**src/rtl/fifo_rr_scheduler_pkg.sv**
```systemverilog
// Shared types and sizes for the FIFO round-robin schedulers.
package fifo_rr_scheduler_pkg;
    localparam int NUM_Q  = 4;
    localparam int IDX_W  = 2;
    localparam int DEST_W = 2;

    typedef enum logic [1:0] {
        IDLE  = 2'd0,
        ISSUE = 2'd1,
        STALL = 2'd2,
        DRAIN = 2'd3
    } state_t;
endpackage

```
**src/rtl/fifo_rr_scheduler_arb.sv**
```systemverilog
// Four-way round-robin arbiter: combinational grant, pointer advances past each taken grant.
module rr_arbiter_4
    import fifo_rr_scheduler_pkg::*;
(
    input  logic             clk,
    input  logic             rst,
    input  logic [NUM_Q-1:0] eligible,
    input  logic             advance,
    output logic             grant_valid,
    output logic [IDX_W-1:0] grant_idx
);
    logic [IDX_W-1:0] rr_ptr;
    logic [IDX_W-1:0] scan_idx;

    // scan from the far end so the candidate closest to rr_ptr is written last
    always_comb begin
        grant_valid = 1'b0;
        grant_idx   = rr_ptr;
        scan_idx    = rr_ptr;
        for (int k = NUM_Q - 1; k >= 0; k--) begin
            scan_idx = rr_ptr + IDX_W'(k);
            if (eligible[scan_idx]) begin
                grant_valid = 1'b1;
                grant_idx   = scan_idx;
            end
        end
    end

    always_ff @(posedge clk or posedge rst) begin
        if (rst) begin
            rr_ptr <= '0;
        end else if (advance && grant_valid) begin
            rr_ptr <= grant_idx + IDX_W'(1);
        end
    end
endmodule

```
**src/rtl/fifo_rr_scheduler.sv**
```systemverilog
// Pops input FIFOs round-robin and pushes each word to the output FIFO named by its dest field.
//   state | meaning
//   IDLE  | every input FIFO empty
//   ISSUE | pops permitted
//   STALL | an output FIFO is pausing; in-flight push still completes
//   DRAIN | nothing eligible, waiting for the last push to retire
module fifo_rr_scheduler
    import fifo_rr_scheduler_pkg::*;
#(
    parameter int DATA_WIDTH = 6,
    parameter int DEST_LSB   = 4,
    parameter int CNT_WIDTH  = 8
) (
    input  logic                          clk,
    input  logic                          reset,
    input  logic [NUM_Q-1:0]              in_empty,
    input  logic [NUM_Q*DATA_WIDTH-1:0]   in_data,
    output logic [NUM_Q-1:0]              in_pop,
    input  logic [NUM_Q-1:0]              out_pausa,
    input  logic [NUM_Q-1:0]              out_full,
    output logic [NUM_Q-1:0]              out_push,
    output logic [DATA_WIDTH-1:0]         out_data,
    output logic                          active,
    output logic [NUM_Q*CNT_WIDTH-1:0]    fwd_count,
    output logic                          sched_error
);
    state_t            state, state_nxt;
    logic [NUM_Q-1:0]  eligible;
    logic              grant_valid;
    logic [IDX_W-1:0]  grant_idx;
    logic              pause;
    logic              pop_en;
    logic              valid_q;
    logic [IDX_W-1:0]  sel_q;
    logic [DATA_WIDTH-1:0] word;
    logic [DEST_W-1:0] dest;

    // a FIFO popped last cycle may still show a stale non-empty flag
    assign eligible = ~in_empty & ~in_pop;
    assign pause    = |out_pausa;
    assign pop_en   = (state == ISSUE) && !pause && grant_valid;
    assign word     = in_data[int'(sel_q)*DATA_WIDTH +: DATA_WIDTH];
    assign dest     = word[DEST_LSB+1:DEST_LSB];

    rr_arbiter_4 u_arb (
        .clk         (clk),
        .rst         (reset),
        .eligible    (eligible),
        .advance     (pop_en),
        .grant_valid (grant_valid),
        .grant_idx   (grant_idx)
    );

    always_comb begin
        state_nxt = state;
        case (state)
            IDLE:    if (!(&in_empty)) state_nxt = ISSUE;
            ISSUE: begin
                if (pause)             state_nxt = STALL;
                else if (!grant_valid) state_nxt = valid_q ? DRAIN : IDLE;
            end
            STALL:   if (!pause) state_nxt = ISSUE;
            DRAIN: begin
                if (!valid_q && (out_push == '0)) state_nxt = grant_valid ? ISSUE : IDLE;
            end
            default: state_nxt = IDLE;
        endcase
    end

    always_ff @(posedge clk or posedge reset) begin
        if (reset) begin
            state       <= IDLE;
            active      <= 1'b0;
            in_pop      <= '0;
            valid_q     <= 1'b0;
            sel_q       <= '0;
            out_push    <= '0;
            out_data    <= '0;
            fwd_count   <= '0;
            sched_error <= 1'b0;
        end else begin
            state   <= state_nxt;
            active  <= (state_nxt == ISSUE) || (state_nxt == DRAIN);
            in_pop  <= pop_en ? (NUM_Q'(1) << grant_idx) : '0;
            valid_q <= pop_en;
            if (pop_en) sel_q <= grant_idx;

            if (valid_q) begin
                out_data <= word;
                out_push <= NUM_Q'(1) << dest;
                fwd_count[int'(dest)*CNT_WIDTH +: CNT_WIDTH] <=
                    fwd_count[int'(dest)*CNT_WIDTH +: CNT_WIDTH] + CNT_WIDTH'(1);
            end else begin
                out_push <= '0;
            end

            // the push lands at the end of the cycle it is presented, so judge fullness then
            sched_error <= sched_error | (|(out_push & out_full));
        end
    end
endmodule

```
**config.mk**
```make
export PLATFORM = sky130hd
export DESIGN_NAME = fifo_rr_scheduler
export DESIGN_NICKNAME = d
export VERILOG_FILES = /design/src/rtl/fifo_rr_scheduler_pkg.sv /design/src/rtl/fifo_rr_scheduler_arb.sv /design/src/rtl/fifo_rr_scheduler.sv
export SDC_FILE = /design/constraint.sdc
export NUM_CORES = 1
export LEC_CHECK = 0
export BUFFER_PORTS_ARGS = -buffer_cell sky130_fd_sc_hd__buf_2
export CORE_MARGIN = 4
export CORE_UTILIZATION = 30
export CTS_CLUSTER_SIZE = 28
export DETAILED_ROUTE_END_ITERATION = 7
export GPL_TIMING_DRIVEN = 0
export SLEW_MARGIN = 20
export SYNTH_ARGS = -nofsm -noshare
export SYNTH_HDL_FRONTEND = slang
export SYNTH_SLANG_ARGS = --single-unit
```
**constraint.sdc**
```tcl
create_clock -name clk -period 3.72 [get_ports clk]
set_input_delay 0.744 -clock clk [delete_from_list [all_inputs] [get_ports clk]]
set_output_delay 0.744 -clock clk [all_outputs]
set_load 0.05 [all_outputs]
```
# ---- Yosys cells after proc, flatten, opt, wreduce, memory -nomap -nowiden
# Index checks and enable logic that the tools add are counted.
dict set report op_classes {
  add_sub_neg 6
  multipliers 1
  magnitude_cmp 4
  n_eq_ne 5
  shifts 6
  muxes 27
  bitwise 5
  n_reduce_logical 12
}
# operator n
set ops {}
lappend ops {{$neg 5->33} 1}
lappend ops {{$shift 8x33->32 const A} 1}
lappend ops {{$shiftx 8x33->32} 1}
lappend ops {{$bwmux 32} 1}
lappend ops {{$shiftx 32x6->8} 1}
lappend ops {{$shiftx 24x6->6} 1}
lappend ops {{$mux 2} 10}
lappend ops {{$lt 2x3->1 const B} 4}
lappend ops {{$mux 1} 9}
lappend ops {{$add 8x1->8 const B} 1}
lappend ops {{$and 4x4->4} 2}
lappend ops {{$bmux 1 s2} 4}
lappend ops {{$mux 4} 2}
lappend ops {{$not 4->4} 2}
lappend ops {{$pmux 2 s4} 1}
lappend ops {{$reduce_or 4->1} 2}
lappend ops {{$shl 1x2->4 const A} 2}
lappend ops {{$eq 2x2->1 const B} 3}
lappend ops {{$add 2x1->2 const B} 2}
lappend ops {{$add 2x2->2 const B} 2}
lappend ops {{$eq 2x1->1 const B} 2}
lappend ops {{$logic_and 1x1->1} 4}
lappend ops {{$logic_not 4->1} 1}
lappend ops {{$mul 2x2->4 const B} 1}
lappend ops {{5 further kinds} 6}
dict set report word_totals {
  reg_bits 55
  in_bits 38
  output_inout_bits 48
  elab_cells 76
}

# ---- Longest topological paths before layout
# Gate-level depths: netlist of the first run.
dict set report depth {
  word_depth 13
  mapped_depth 11
}

# ---- Hierarchy
# From an unflattened synthesis of the first run, not the netlist that was laid out.
dict set report unflattened {
  hier_cells 284
  area_unflattened_um2 3090.5
}
# mod instances cells_per_inst area_each_um2
set modules_own_cells {}
lappend modules_own_cells {fifo_rr_scheduler 1 243 2810.2}
lappend modules_own_cells {rr_arbiter_4 1 41 280.3}

# ---- Least setup slack after synthesis of the first run
# Ideal clock, no wire load.
dict set report synth_path {
  path_type {input to register}
  from {input port in_data[23]}
  to {register fwd_count[14]}
  setup_ns 0.126
  t_arrival_ns 2.735
  t_required_ns 3.594
  setup_slack_ns 0.859
  path_stages 9
  path_buffers 2
  cell_sequence {mux4_2 buf_6 buf_12 mux2i_1 mux2i_2 ha_1 inv_1 or2_4 a221o_1}
}
dict set report synth_between {
  elab_chain_cells 5
  elab_cells_between_ends 7
  cone_classes {add/sub (2); shift (4); mux (1)}
}
# item line_no
set synth_lines {}
lappend synth_lines {{start, declared} fifo_rr_scheduler.sv:17} ;# input logic [NUM_Q*DATA_WIDTH-1:0] in_data,
lappend synth_lines {{$shiftx 24x6->6 (*)} fifo_rr_scheduler.sv:42} ;# assign word = in_data[int'(sel_q)*DATA_WIDTH +: DATA_WIDTH];
lappend synth_lines {{net word[5]} fifo_rr_scheduler.sv:35} ;# logic [DATA_WIDTH-1:0] word;
lappend synth_lines {{$shiftx 32x6->8} fifo_rr_scheduler.sv:92} ;# fwd_count[int'(dest)*CNT_WIDTH +: CNT_WIDTH] + CNT_WIDTH'(1);
lappend synth_lines {{$add 8x1->8} fifo_rr_scheduler.sv:92}
lappend synth_lines {{$shiftx 8x33->32} fifo_rr_scheduler.sv:91} ;# fwd_count[int'(dest)*CNT_WIDTH +: CNT_WIDTH] <=
lappend synth_lines {{$bwmux 32 (*)} fifo_rr_scheduler.sv:91}
lappend synth_lines {{end signal, assigned by index} fifo_rr_scheduler.sv:91}
lappend synth_lines {{end, declared} fifo_rr_scheduler.sv:24} ;# output logic [NUM_Q*CNT_WIDTH-1:0] fwd_count,
# The timed path passes the listed nets; every way through them passes the cells marked *.
# A chain may end at the register's enable or synchronous reset.

# ---- Final worst setup path of the first run
dict set report layout_path {
  from {register sel_q[0]}
  to {register fwd_count[7]}
}
dict set report layout_between {
  elab_chain_cells 6
  elab_cells_between_ends 8
  cone_classes {add/sub (2); mul (1); shift (4); mux (1)}
}
# item line_no
set layout_lines {}
lappend layout_lines {{start, declared} fifo_rr_scheduler.sv:34} ;# logic [IDX_W-1:0] sel_q;
lappend layout_lines {{start signal, assigned} fifo_rr_scheduler.sv:86} ;# if (pop_en) sel_q <= grant_idx;
lappend layout_lines {{$mul 2x2->4 (*)} fifo_rr_scheduler.sv:42}
lappend layout_lines {{$shiftx 24x6->6 (*)} fifo_rr_scheduler.sv:42}
lappend layout_lines {{net word[5]} fifo_rr_scheduler.sv:35}
lappend layout_lines {{$shiftx 32x6->8} fifo_rr_scheduler.sv:92}
lappend layout_lines {{$add 8x1->8} fifo_rr_scheduler.sv:92}
lappend layout_lines {{$shiftx 8x33->32} fifo_rr_scheduler.sv:91}
lappend layout_lines {{$bwmux 32 (*)} fifo_rr_scheduler.sv:91}
# Marked as above.

==> results of run 1 <==
worst min path at each step:
stage	end	slack, ns	cells past startpoint
6_report	sched_error	0.47	2
2_1_floorplan	active	0.50	1
4_1_cts	sched_error	0.48	2
3_5_place_dp	sched_error	0.45	2
5_1_grt	sched_error	0.53	2
3_3_place_gp	sched_error	0.45	2
logic make-up (layout without fill, tap and decap cells):
logic type               Yosys count  after routing  share of synthesized area
flip-flops                        55             55                     0.4583
adder cells (fa/ha/maj)           10             10                    0.04167
XOR/XNOR                           3              3                   0.008752
AND/OR/NAND/NOR                  100            100                     0.1683
multiplexers                      35             35                     0.1637
buffers and inverters             21            114                    0.03958
AO/OA/AOI/OAI                     49             49                     0.1196
power by group:
group          switching (W)  internal [W]  total [W]  leakage (nW)
sequential         0.0000607      0.000680   0.000740         0.747
combinational       0.000496      0.000296   0.000792          1.05
clock               0.000194      0.000170   0.000365        0.0515
total               0.000750       0.00115    0.00190          1.85
area by class of cell:
class	count	area (µm²)	area share
clock buffers	8	100.1	0.02707
inverters	10	40.04	0.01083
plain buffers	11	81.33	0.02200
flip-flops and latches	55	1376	0.3723
repair buffers	85	425.4	0.1151
well taps	133	166.4	0.04501
multi-input cells	197	1508	0.4078
through the flow:
stage / area [µm²] / setup slack [ns]
CTS: 3697 / 0.6949
floorplan: 3003 / 0.8593
finish: 3697 / 0.7058
global route: 3697 / 0.4873
global placement: 3595 / 0.4477
detailed placement: 3597 / 0.4405
cell usage in the layout, fill, tap and decap left out, types with 10 or more instances in the layout:
master,n
buf_2,85
dfrtp_1,55
nor2_1,30
nand2_1,27
o21ai_0,17
mux2i_1,16
nor4_1,11
ha_1,10
state kept, by name, indices dropped and copies added (netlist names), 2 cells and up:
name / cells
out_push: 4
fwd_count: 32
state: 2
in_pop: 4
u_arb.rr_ptr: 2
sel_q: 2
out_data: 6
critical path, cell delays in order, from the launching register on:
cell and delay [ns]:
dfrtp_1 0.35, buf_6 0.14, mux4_2 0.53, buf_6 0.18
buf_12 0.16, inv_1 0.10, ha_1 0.15, nand2_1 0.28
or3_1 0.44, clkbuf_1 0.20, nor4_1 0.25, a221o_1 0.17
metal layers:
metal,wire (µm),vias to the layer above,share of wire
li1,-,1196,-
met1,3685,1177,0.47
met2,3630,58,0.46
met3,496,7,0.063
met4,91,0,0.012
met5,0,-,0
==> out/results.md, run 1 <==
## Synth
- 11.00 µm² — Post-Syn Area per Cell
- 0 — count of flip-flops with a built-in enable after synthesis
- dfrtp_1 — top flip-flop cell by instance count after synthesis
- 0.4583 — part of the Yosys area used for sequential elements
- 55 x dfrtp_1, 30 x nor2_1, 27 x nand2_1 — ranking of synthesized cells by instance count
- dfrtp_1 — Synth area leader
- 45 — number of library cell types mapped by synthesis
- 273 — Gate Count Post-Synth
- 3003 µm² — netlist area before placement
- 1.000 — Synth async-reset ratio
- 0 — YS warnings
- 0.4583 — area fraction of the dominant cell type after synthesis
- 55 — total of flip-flops plus latches after synthesis
- dfrtp_1 — most repeated cell in the gate-level netlist after synthesis
- dfrtp_1 46%, mux2i_1 5.3%, ha_1 4.2% — largest cells by area after synthesis
- 321 — nets in the synthesized netlist

## Worst setup path
- 11 — R2R depth
- 3.27 ns — CP Data Arrival Time
- sel_q[0] — launch point of the critical path
- flop — Setup crit end kind
- sel_q[0] — reg-to-reg startpoint
- flop — startpoint type of the worst setup path
- 11 — maximum net fanout on the critical path
- reg -> reg — Setup Crit Path Kind
- fwd_count[7] — end point of the critical path
- 0.71 ns — Reg2Reg Setup Slack
- 3.98 ns — WP data required
- fwd_count[7] — Reg2Reg Capture Point

## Floorplanning
- 0.3072 — initial cell density of the core
- 108.0 µm — die extent in x
- 86 — boundary pin count
- 11,670 µm² — Die Outline Area
- 9774 µm² — CORE AREA
- 108.0 µm — Chip Height
- 36 — number of standard-cell rows in the floorplan

## Final layout
- 413 — final net count
- 0 — Antenna Cells
- 985 — filler cell count
- 0.3783 — post-layout utilization of the core
- 499 — final non-filler cell total
- 0.3279 — share of post-route cells with drive strength above 1
- 23.13% — area growth from synthesis to final layout

## STA
- 0 — number of setup violations in the final report
- 0 — number of failing hold endpoints at the final stage
- 0.5296 — Max-slew headroom
- 0 — total count of max-transition violations in the final report
- 0 ns — final-layout setup total negative slack
- 3.014 ns — shortest period the worst path allows
- 0.8103 — final cycle utilization of the critical path
- 0.3318 GHz — max frequency
- no — RSZ-0062 raised after global routing
- 0.007483 ns — maximum clock skew at final layout
- 0.7055 ns — slew at the pin closest to its max-slew limit
- 0.4730 ns — WHS

## Power
- 0.0001831 V — Worst IR Drop VDD
- 0.001897 W — Final Total Pwr
- 513.0 nW/µm² — pwr/cell area
- 1.847 nW — Pleak

## Routing
- 7.903 mm — sum of routed wire length over all layers
- 4.886 — detail-routed via count per cell
- 4 — number of search-and-repair iterations in the first detailed-routing pass
- 90 — count of routing violations after the opening detailed-route iteration
- 15.84 µm — final routed wire length divided by cell count
- 2,438 — routed vias
- 0 — Antenna Nets Post-Route
- 0 — DR DRC count

## Global route
- 0 — antenna violations before repair
- 12.84 mm — wire length of the first global-routing pass
- 0 — Congestion Overflow GR
- 0.1907 — met1 usage in global routing
- 2,526 — via count of the first global-routing pass
- 0.2238 — GRT met2 Usage
- 0.03164 — GRT met3 Usage
- 0.1393 — GRT Resource Usage Total
- 56 — maximum number of pins on one net before global-route repair
- met2 — peak-usage layer in the global routing report

## Clock tree
- 0.10 ns — clock transition at the registers of the reported paths
- built — CTS tree
- 0 — CTS resizes
- 5 — number of buffers created by CTS
- 0 — hold-fix buffer count after cts
- clkbuf_8 — buffer type at the clock tree root
- 55 — Sinks on Clock Net
- 2 — H-tree depth
- 0.31 ns — clock insertion delay at the later pin of the skew report
- 0 — number of setup buffers added after CTS
- 2 — buffer levels on the longest clock path

## Place
- 0.7576 — gp weighted congestion
- 5.831 mm — DPL Wire Length
- 491 — placed instance count
- 85 — number of buffer cells added on primary ports

## Hold path
- sched_error — Hold Crit Start
- reg -> reg — type of the tightest min-delay check

## Run status
- finished, final reports clean — status

## Flow run
- 0 — max-capacitance violation count

No activity file was read; power rests on OpenSTA's default activity.
==> run 2: changes to the inputs <==
- clock period: 3.72 -> 2.6 ns (I/O delays scaled with it)
==> run 2 against run 1 <==
Worst setup slack got worse by 0.82 ns. Via count rose by 11%. Worst hold slack got worse by 0.17 ns. Design area rose by 17%. Critical path depth fell by 1. The flow now finishes with violations (negative setup slack). Non-clock buffer count rose by 34. Critical path type unchanged. Routed wire length rose by 14%. Clock skew rose by 0.0029 ns. Fmax rose by 11%.
==> out/results.md, run 2 (same netlist as run 1, synthesis figures left out) <==
## Floorplanning
- 9774 µm² — CORE AREA, unchanged
- 0.3072 — initial cell density of the core, unchanged
- 86 — boundary pin count, unchanged
- 11,670 µm² — Die Outline Area, unchanged
- 108.0 µm — die extent in x, unchanged
- 36 — number of standard-cell rows in the floorplan, unchanged
- 108.0 µm — Chip Height, unchanged

## Power
- 0.491 — Logic pwr share, was 0.417
- 0.184 — Clock Power Share, was 0.192
- 0.002014 W — internal power consumption, was 0.001146 W
- 0.324 — register share of total power, was 0.390
- 0.003263 W — Final Total Pwr, was 0.001897 W
- 0.0002824 V — Worst IR Drop VDD, was 0.0001831 V
- 755.6 nW/µm² — pwr/cell area, was 513.0 nW/µm²
- 2.094 nW — Pleak, was 1.847 nW
- 0.001249 W — switching power total, was 0.0007504 W
- 0.3828 — switching fraction of total power, was 0.3957

## Place
- 5.861 mm — DPL Wire Length, was 5.831 mm
- 85 — number of buffer cells added on primary ports, unchanged
- 0.7682 — gp weighted congestion, was 0.7576

## STA
- 1.043 — final cycle utilization of the critical path, was 0.8103
- -0.8889 ns — final-layout setup total negative slack, was 0 ns
- 0.3689 GHz — max frequency, was 0.3318 GHz
- 2.711 ns — shortest period the worst path allows, was 3.014 ns
- -0.1105 ns — Final WS setup, was 0.7058 ns
- yes — RSZ-0062 raised after global routing, was no
- 0.01042 ns — maximum clock skew at final layout, was 0.007483 ns
- 0.6915 ns — slew at the pin closest to its max-slew limit, was 0.7055 ns
- 0.3064 ns — WHS, was 0.4730 ns
- 0 — total count of max-transition violations in the final report, unchanged
- 0.5390 — Max-slew headroom, was 0.5296
- 0 — number of failing hold endpoints at the final stage, unchanged
- 19 — number of setup violations in the final report, was 0

## Worst setup path
- 0.57 ns — delay of the slowest critical-path stage, was 0.53 ns
- flop — Setup crit end kind, unchanged
- 10 — R2R depth, was 11
- 2.92 ns — CP Data Arrival Time, was 3.27 ns
- 10 — number of logic stages on the critical path including buffering, was 11
- mux4_2 — slowest CP cell, unchanged
- flop — startpoint type of the worst setup path, unchanged
- 2.81 ns — WP data required, was 3.98 ns
- 5 — maximum net fanout on the critical path, was 11
- 4 — sum of buffers and inverters on the critical path, was 5
- buf_6, mux4_2, buf_12, buf_4, mux2i_2, mux2i_4, ha_2, inv_4, or2_4, a221o_1 — ordered cell list for the critical path, was buf_6, mux4_2, buf_6, buf_12, inv_1, ha_1, nand2_1, or3_1, clkbuf_1, nor4_1, a221o_1
- multiplexers — Top Family by Delay on Critical Path, was simple AND/OR/NAND/NOR gates
- reg -> reg — Setup Crit Path Kind, unchanged

## Run status
- negative setup slack — violated checks
- finished, violations left — status, was finished, final reports clean

## Clock tree
- 55 — Sinks on Clock Net, unchanged
- built — CTS tree, unchanged
- 2 — buffer levels on the longest clock path, unchanged
- 5 — number of buffers created by CTS, unchanged
- 0 — hold-fix buffer count after cts, unchanged
- 0.10 ns — clock transition at the registers of the reported paths, about the same
- 2 — H-tree depth, unchanged
- 0.32 ns — clock insertion delay at the later pin of the skew report, was 0.31 ns
- clkbuf_8 — buffer type at the clock tree root, unchanged

## Final layout
- 0 — Antenna Cells, unchanged
- 447 — final net count, was 413
- buf_2 — leading cell type in the layout, fill and taps excluded, unchanged
- 85 x buf_2, 55 x dfrtp_1, 31 x buf_4 — commonest cells after routing, fill and taps aside, was 85 x buf_2, 55 x dfrtp_1, 30 x nor2_1
- 43.79% — area growth from synthesis to final layout, was 23.13%
- fwd_count: 32 flops, out_data: 6 flops — largest registers in the final layout, unchanged
- 0.4750 — share of post-route cells with drive strength above 1, was 0.3279
- fwd_count — Top reg by flops, unchanged
- 32 — flip-flop count of the largest register, all copies and words added, unchanged

## Routing
- 8.982 mm — sum of routed wire length over all layers, was 7.903 mm
- 2,706 — routed vias, was 2,438
- 16.85 µm — final routed wire length divided by cell count, was 15.84 µm
- 0 — DR DRC count, unchanged
- 0 — Antenna Nets Post-Route, unchanged
- 5.077 — detail-routed via count per cell, was 4.886
- 142 — count of routing violations after the opening detailed-route iteration, was 90
- 4 — number of search-and-repair iterations in the first detailed-routing pass, unchanged

## Global route
- 56 — maximum number of pins on one net before global-route repair, unchanged
- met2 — peak-usage layer in the global routing report, unchanged
- 0.2549 — GRT met2 Usage, was 0.2238
- 0.03104 — GRT met3 Usage, was 0.03164
- 0.1986 — met1 usage in global routing, was 0.1907
- 0 — Congestion Overflow GR, unchanged
- 0.1534 — GRT Resource Usage Total, was 0.1393
- 2,707 — via count of the first global-routing pass, was 2,526
- 0 — antenna violations before repair, unchanged
- 13.90 mm — wire length of the first global-routing pass, was 12.84 mm

## Hold path
- in -> async — type of the tightest min-delay check, was reg -> reg

## Flow run
- 0 — max-capacitance violation count, unchanged

## run 2: worst reg2reg max path: stages (launching register included)
cell and delay [ns]:
dfrtp_1 0.35, buf_6 0.12, mux4_2 0.57, buf_12 0.17, buf_4 0.14, mux2i_2 0.15
mux2i_4 0.23, ha_2 0.27, inv_4 0.05, or2_4 0.26, a221o_1 0.30
## run 2: final cells by class
type	count	area (µm²)
fillers	929	5456
multi-input cells	197	1772
flip-flops and latches	55	1376
repair buffers	121	748.2
well taps	133	166.4
plain buffers	9	92.59
clock buffers	6	82.58
inverters	10	45.04
clock inverters	2	35.03
## run 2: final timing paths
kind                        startpoint       endpoint  slack (ns)
setup reg to reg              sel_q[0]   fwd_count[6]       -0.11
min in group clk           out_full[2]    sched_error        0.41
setup / recovery              sel_q[0]   fwd_count[6]       -0.11
hold reg to reg            sched_error    sched_error        0.47
hold / removal                   reset    sched_error        0.31
max in group asynchronous        reset  fwd_count[23]        1.84
## run 2: what timing repair did
action                                  CTS  global route
pin swaps                                17            11
resized for setup                        31            31
buffers inserted                         28             7
cloned                                    2             0
endpoints found under the setup margin   32            30
hold endpoints to repair                  0             0
## run 2: metal layers
metal,wire [µm],vias to the layer above
met2,4478,85
li1,-,1258
met4,163,0
met1,3827,1346
met5,0,-
met3,512,17
## run 2: power by group through the flow
stage               combinational, W  sequential, W  clock (W)
global placement             0.00114        0.00107          0
floorplan                   0.000633        0.00133          0
global route                 0.00170        0.00107   0.000650
CTS                          0.00149        0.00106   0.000617
finish                       0.00160        0.00106   0.000602
detailed placement           0.00116        0.00107          0
## run 2: per-stage QoR
step                      utilization  area, µm²  setup WS [ns]  std cells
after floorplan                     -       3009       -0.01560        273
after global placement         0.3684       3601        -0.4472        491
after detailed placement       0.3687       3603        -0.4699        491
after CTS                      0.4231       4135       -0.08915        527
after global routing           0.4418       4318        -0.1839        533
final                          0.4418       4318        -0.1105        533
==> run 3: changes to the inputs <==
- SKIP_CTS_REPAIR_TIMING: not set -> 1
==> run 3 against run 2 <==
The flow still finishes with violations (negative setup slack). Core utilization fell by 1.9 points. Cell count fell by 1.9%. Worst setup slack got worse by 0.0086 ns. Non-clock buffer count fell by 10. Critical path type unchanged. Critical endpoint is now fwd_count[7].
==> out/results.md, run 3 (same netlist as run 1, synthesis figures left out) <==
## Run status
- finished, violations left — status, unchanged
- negative setup slack — violated checks, unchanged

## Worst setup path
- -0.12 ns — Reg2Reg Setup Slack, was -0.11 ns
- 4 — sum of buffers and inverters on the critical path, unchanged
- multiplexers — Top Family by Delay on Critical Path, unchanged
- reg -> reg — Setup Crit Path Kind, unchanged
- 2.92 ns — CP Data Arrival Time, about the same
- flop — Setup crit end kind, unchanged
- 12 — maximum net fanout on the critical path, was 5
- flop — startpoint type of the worst setup path, unchanged
- 0.58 ns — delay of the slowest critical-path stage, was 0.57 ns
- buf_6, mux4_2, inv_2, buf_12, mux2i_4, buf_4, nand3_2, or2_4, a221o_1 — ordered cell list for the critical path, was buf_6, mux4_2, buf_12, buf_4, mux2i_2, mux2i_4, ha_2, inv_4, or2_4, a221o_1
- sel_q[0] — reg-to-reg startpoint, unchanged
- fwd_count[7] — Reg2Reg Capture Point, was fwd_count[6]
- mux4_2 — slowest CP cell, unchanged
- 9 — number of logic stages on the critical path including buffering, was 10
- 9 — R2R depth, was 10
- 2.80 ns — WP data required, was 2.81 ns

## Power
- 2.020 nW — Pleak, was 2.094 nW
- 0.3811 — switching fraction of total power, was 0.3828
- 0.462 — Logic pwr share, was 0.491
- 0.001907 W — internal power consumption, was 0.002014 W
- 0.003082 W — Final Total Pwr, was 0.003263 W
- 0.001175 W — switching power total, was 0.001249 W
- 0.196 — Clock Power Share, was 0.184
- 0.343 — register share of total power, was 0.324
- 0.0002437 V — Worst IR Drop VDD, was 0.0002824 V
- 745.0 nW/µm² — pwr/cell area, was 755.6 nW/µm²

## Flow run
- 0 — max-capacitance violation count, unchanged

## Routing
- 16.15 µm — final routed wire length divided by cell count, was 16.85 µm
- 118 — count of routing violations after the opening detailed-route iteration, was 142
- 0 — DR DRC count, unchanged
- 8.445 mm — sum of routed wire length over all layers, was 8.982 mm
- 2,595 — routed vias, was 2,706
- 4.962 — detail-routed via count per cell, was 5.077
- 0 — Antenna Nets Post-Route, unchanged
- 4 — number of search-and-repair iterations in the first detailed-routing pass, unchanged

## Floorplanning
- 11,670 µm² — Die Outline Area, unchanged
- 108.0 µm — die extent in x, unchanged
- 86 — boundary pin count, unchanged
- 9774 µm² — CORE AREA, unchanged
- 36 — number of standard-cell rows in the floorplan, unchanged
- 0.3072 — initial cell density of the core, unchanged
- 108.0 µm — Chip Height, unchanged

## Final layout
- 86 x buf_2, 55 x dfrtp_1, 30 x nor2_1 — commonest cells after routing, fill and taps aside, was 85 x buf_2, 55 x dfrtp_1, 31 x buf_4
- 37.75% — area growth from synthesis to final layout, was 43.79%
- 523 — final non-filler cell total, was 533
- 0 — Antenna Cells, unchanged
- 0.4436 — share of post-route cells with drive strength above 1, was 0.4750
- 32 — flip-flop count of the largest register, all copies and words added, unchanged
- fwd_count: 32 flops, out_data: 6 flops — largest registers in the final layout, unchanged
- 1376 µm² — Storage cell area, unchanged
- buf_2 — leading cell type in the layout, fill and taps excluded, unchanged
- 437 — final net count, was 447
- 4136 µm² — final design area excluding fillers, was 4318 µm²
- 1678 µm² — multi-input logic area, was 1772 µm²
- fwd_count — Top reg by flops, unchanged
- 947 — filler cell count, was 929

## Global route
- 0.1408 — GRT Resource Usage Total, was 0.1534
- 0 — antenna violations before repair, unchanged
- 12.76 mm — wire length of the first global-routing pass, was 13.90 mm
- 2,464 — via count of the first global-routing pass, was 2,707
- 56 — maximum number of pins on one net before global-route repair, unchanged
- 0 — Congestion Overflow GR, unchanged

## Place
- 3603 µm² — Placed Area, unchanged
- 0.7682 — gp weighted congestion, unchanged
- 5.861 mm — DPL Wire Length, unchanged
- -0.4699 ns — worst setup slack after placement, unchanged
- 85 — number of buffer cells added on primary ports, unchanged
- 491 — placed instance count, unchanged

## STA
- 0 — number of failing hold endpoints at the final stage, unchanged
- 0.3678 GHz — max frequency, was 0.3689 GHz
- 1.046 — final cycle utilization of the critical path, was 1.043
- yes — RSZ-0062 raised after global routing, unchanged
- 17 — number of setup violations in the final report, was 19
- 0.6787 ns — slew at the pin closest to its max-slew limit, was 0.6915 ns
- 0 — total count of max-transition violations in the final report, unchanged
- 2.719 ns — shortest period the worst path allows, was 2.711 ns
- 0.009515 ns — maximum clock skew at final layout, was 0.01042 ns
- 0.5475 — Max-slew headroom, was 0.5390
- 0.3045 ns — WHS, was 0.3064 ns
- -0.1192 ns — Final WS setup, was -0.1105 ns

## Clock tree
- 5 — number of buffers created by CTS, unchanged
- 55 — Sinks on Clock Net, unchanged
- 0.10 ns — clock transition at the registers of the reported paths, about the same
- clkbuf_8 — buffer type at the clock tree root, unchanged
- 0.32 ns — clock insertion delay at the later pin of the skew report, about the same
- 2 — H-tree depth, unchanged
- built — CTS tree, unchanged
- 2 — buffer levels on the longest clock path, unchanged

## Hold path
- in -> async — type of the tightest min-delay check, unchanged

run 3: cell count changes in the layout (fill, tap and decap cells not counted), sizes merged:
cell / before / now
buf: 125 / 115
run 3: layout make-up:
cell class | count | share of cell area
clock buffers | 6 | 0.01996
flip-flops and latches | 55 | 0.3327
multi-input cells | 197 | 0.4056
clock inverters | 2 | 0.008469
well taps | 133 | 0.04023
plain buffers | 9 | 0.02238
repair buffers | 111 | 0.1603
inverters | 10 | 0.01028
run 3: worst register-to-register path, cell delays in order (launching register included):
cell,delay (ns)
dfrtp_1,0.35
buf_6,0.12
mux4_2,0.58
inv_2,0.15
buf_12,0.18
mux2i_4,0.38
buf_4,0.17
nand3_2,0.07
or2_4,0.28
a221o_1,0.33
run 3: power by group through the flow:
stage	Sequential (W)	Clock, W	Combinational (W)
2_1_floorplan	0.00133	0	0.000633
3_3_place_gp	0.00107	0	0.00114
3_5_place_dp	0.00107	0	0.00116
4_1_cts	0.00106	0.000617	0.00116
5_1_grt	0.00107	0.000650	0.00151
6_report	0.00106	0.000603	0.00142
run 3: how the worst max path moves through the flow:
| stage | to | from | slack, ns |
|---|---|---|---|
| after floorplan | fwd_count[14] | in_data[23] | -0.02 |
| after global placement | fwd_count[7] | in_data[23] | -0.45 |
| after detailed placement | fwd_count[6] | in_data[23] | -0.47 |
| after CTS | fwd_count[31] | sel_q[0] | -0.46 |
| after global routing | fwd_count[7] | sel_q[0] | -0.18 |
| final | fwd_count[7] | sel_q[0] | -0.12 |
run 3: layer usage:
layer / vias to the layer above / global-route usage / routed length, µm
li1: 1238 / - / -
met1: 1281 / 0.1913 / 3748
met4: 0 / 0.04148 / 125
met3: 9 / 0.02985 / 441
met2: 67 / 0.2265 / 4129
met5: - / 0 / 0
run 3: per-stage QoR:
stage	TNS, ns	utilization
global route	-2.346	0.4232
floorplan	-0.05530	-
global placement	-9.594	0.3684
detailed placement	-8.936	0.3687
finish	-0.9013	0.4232
CTS	-6.759	0.3807
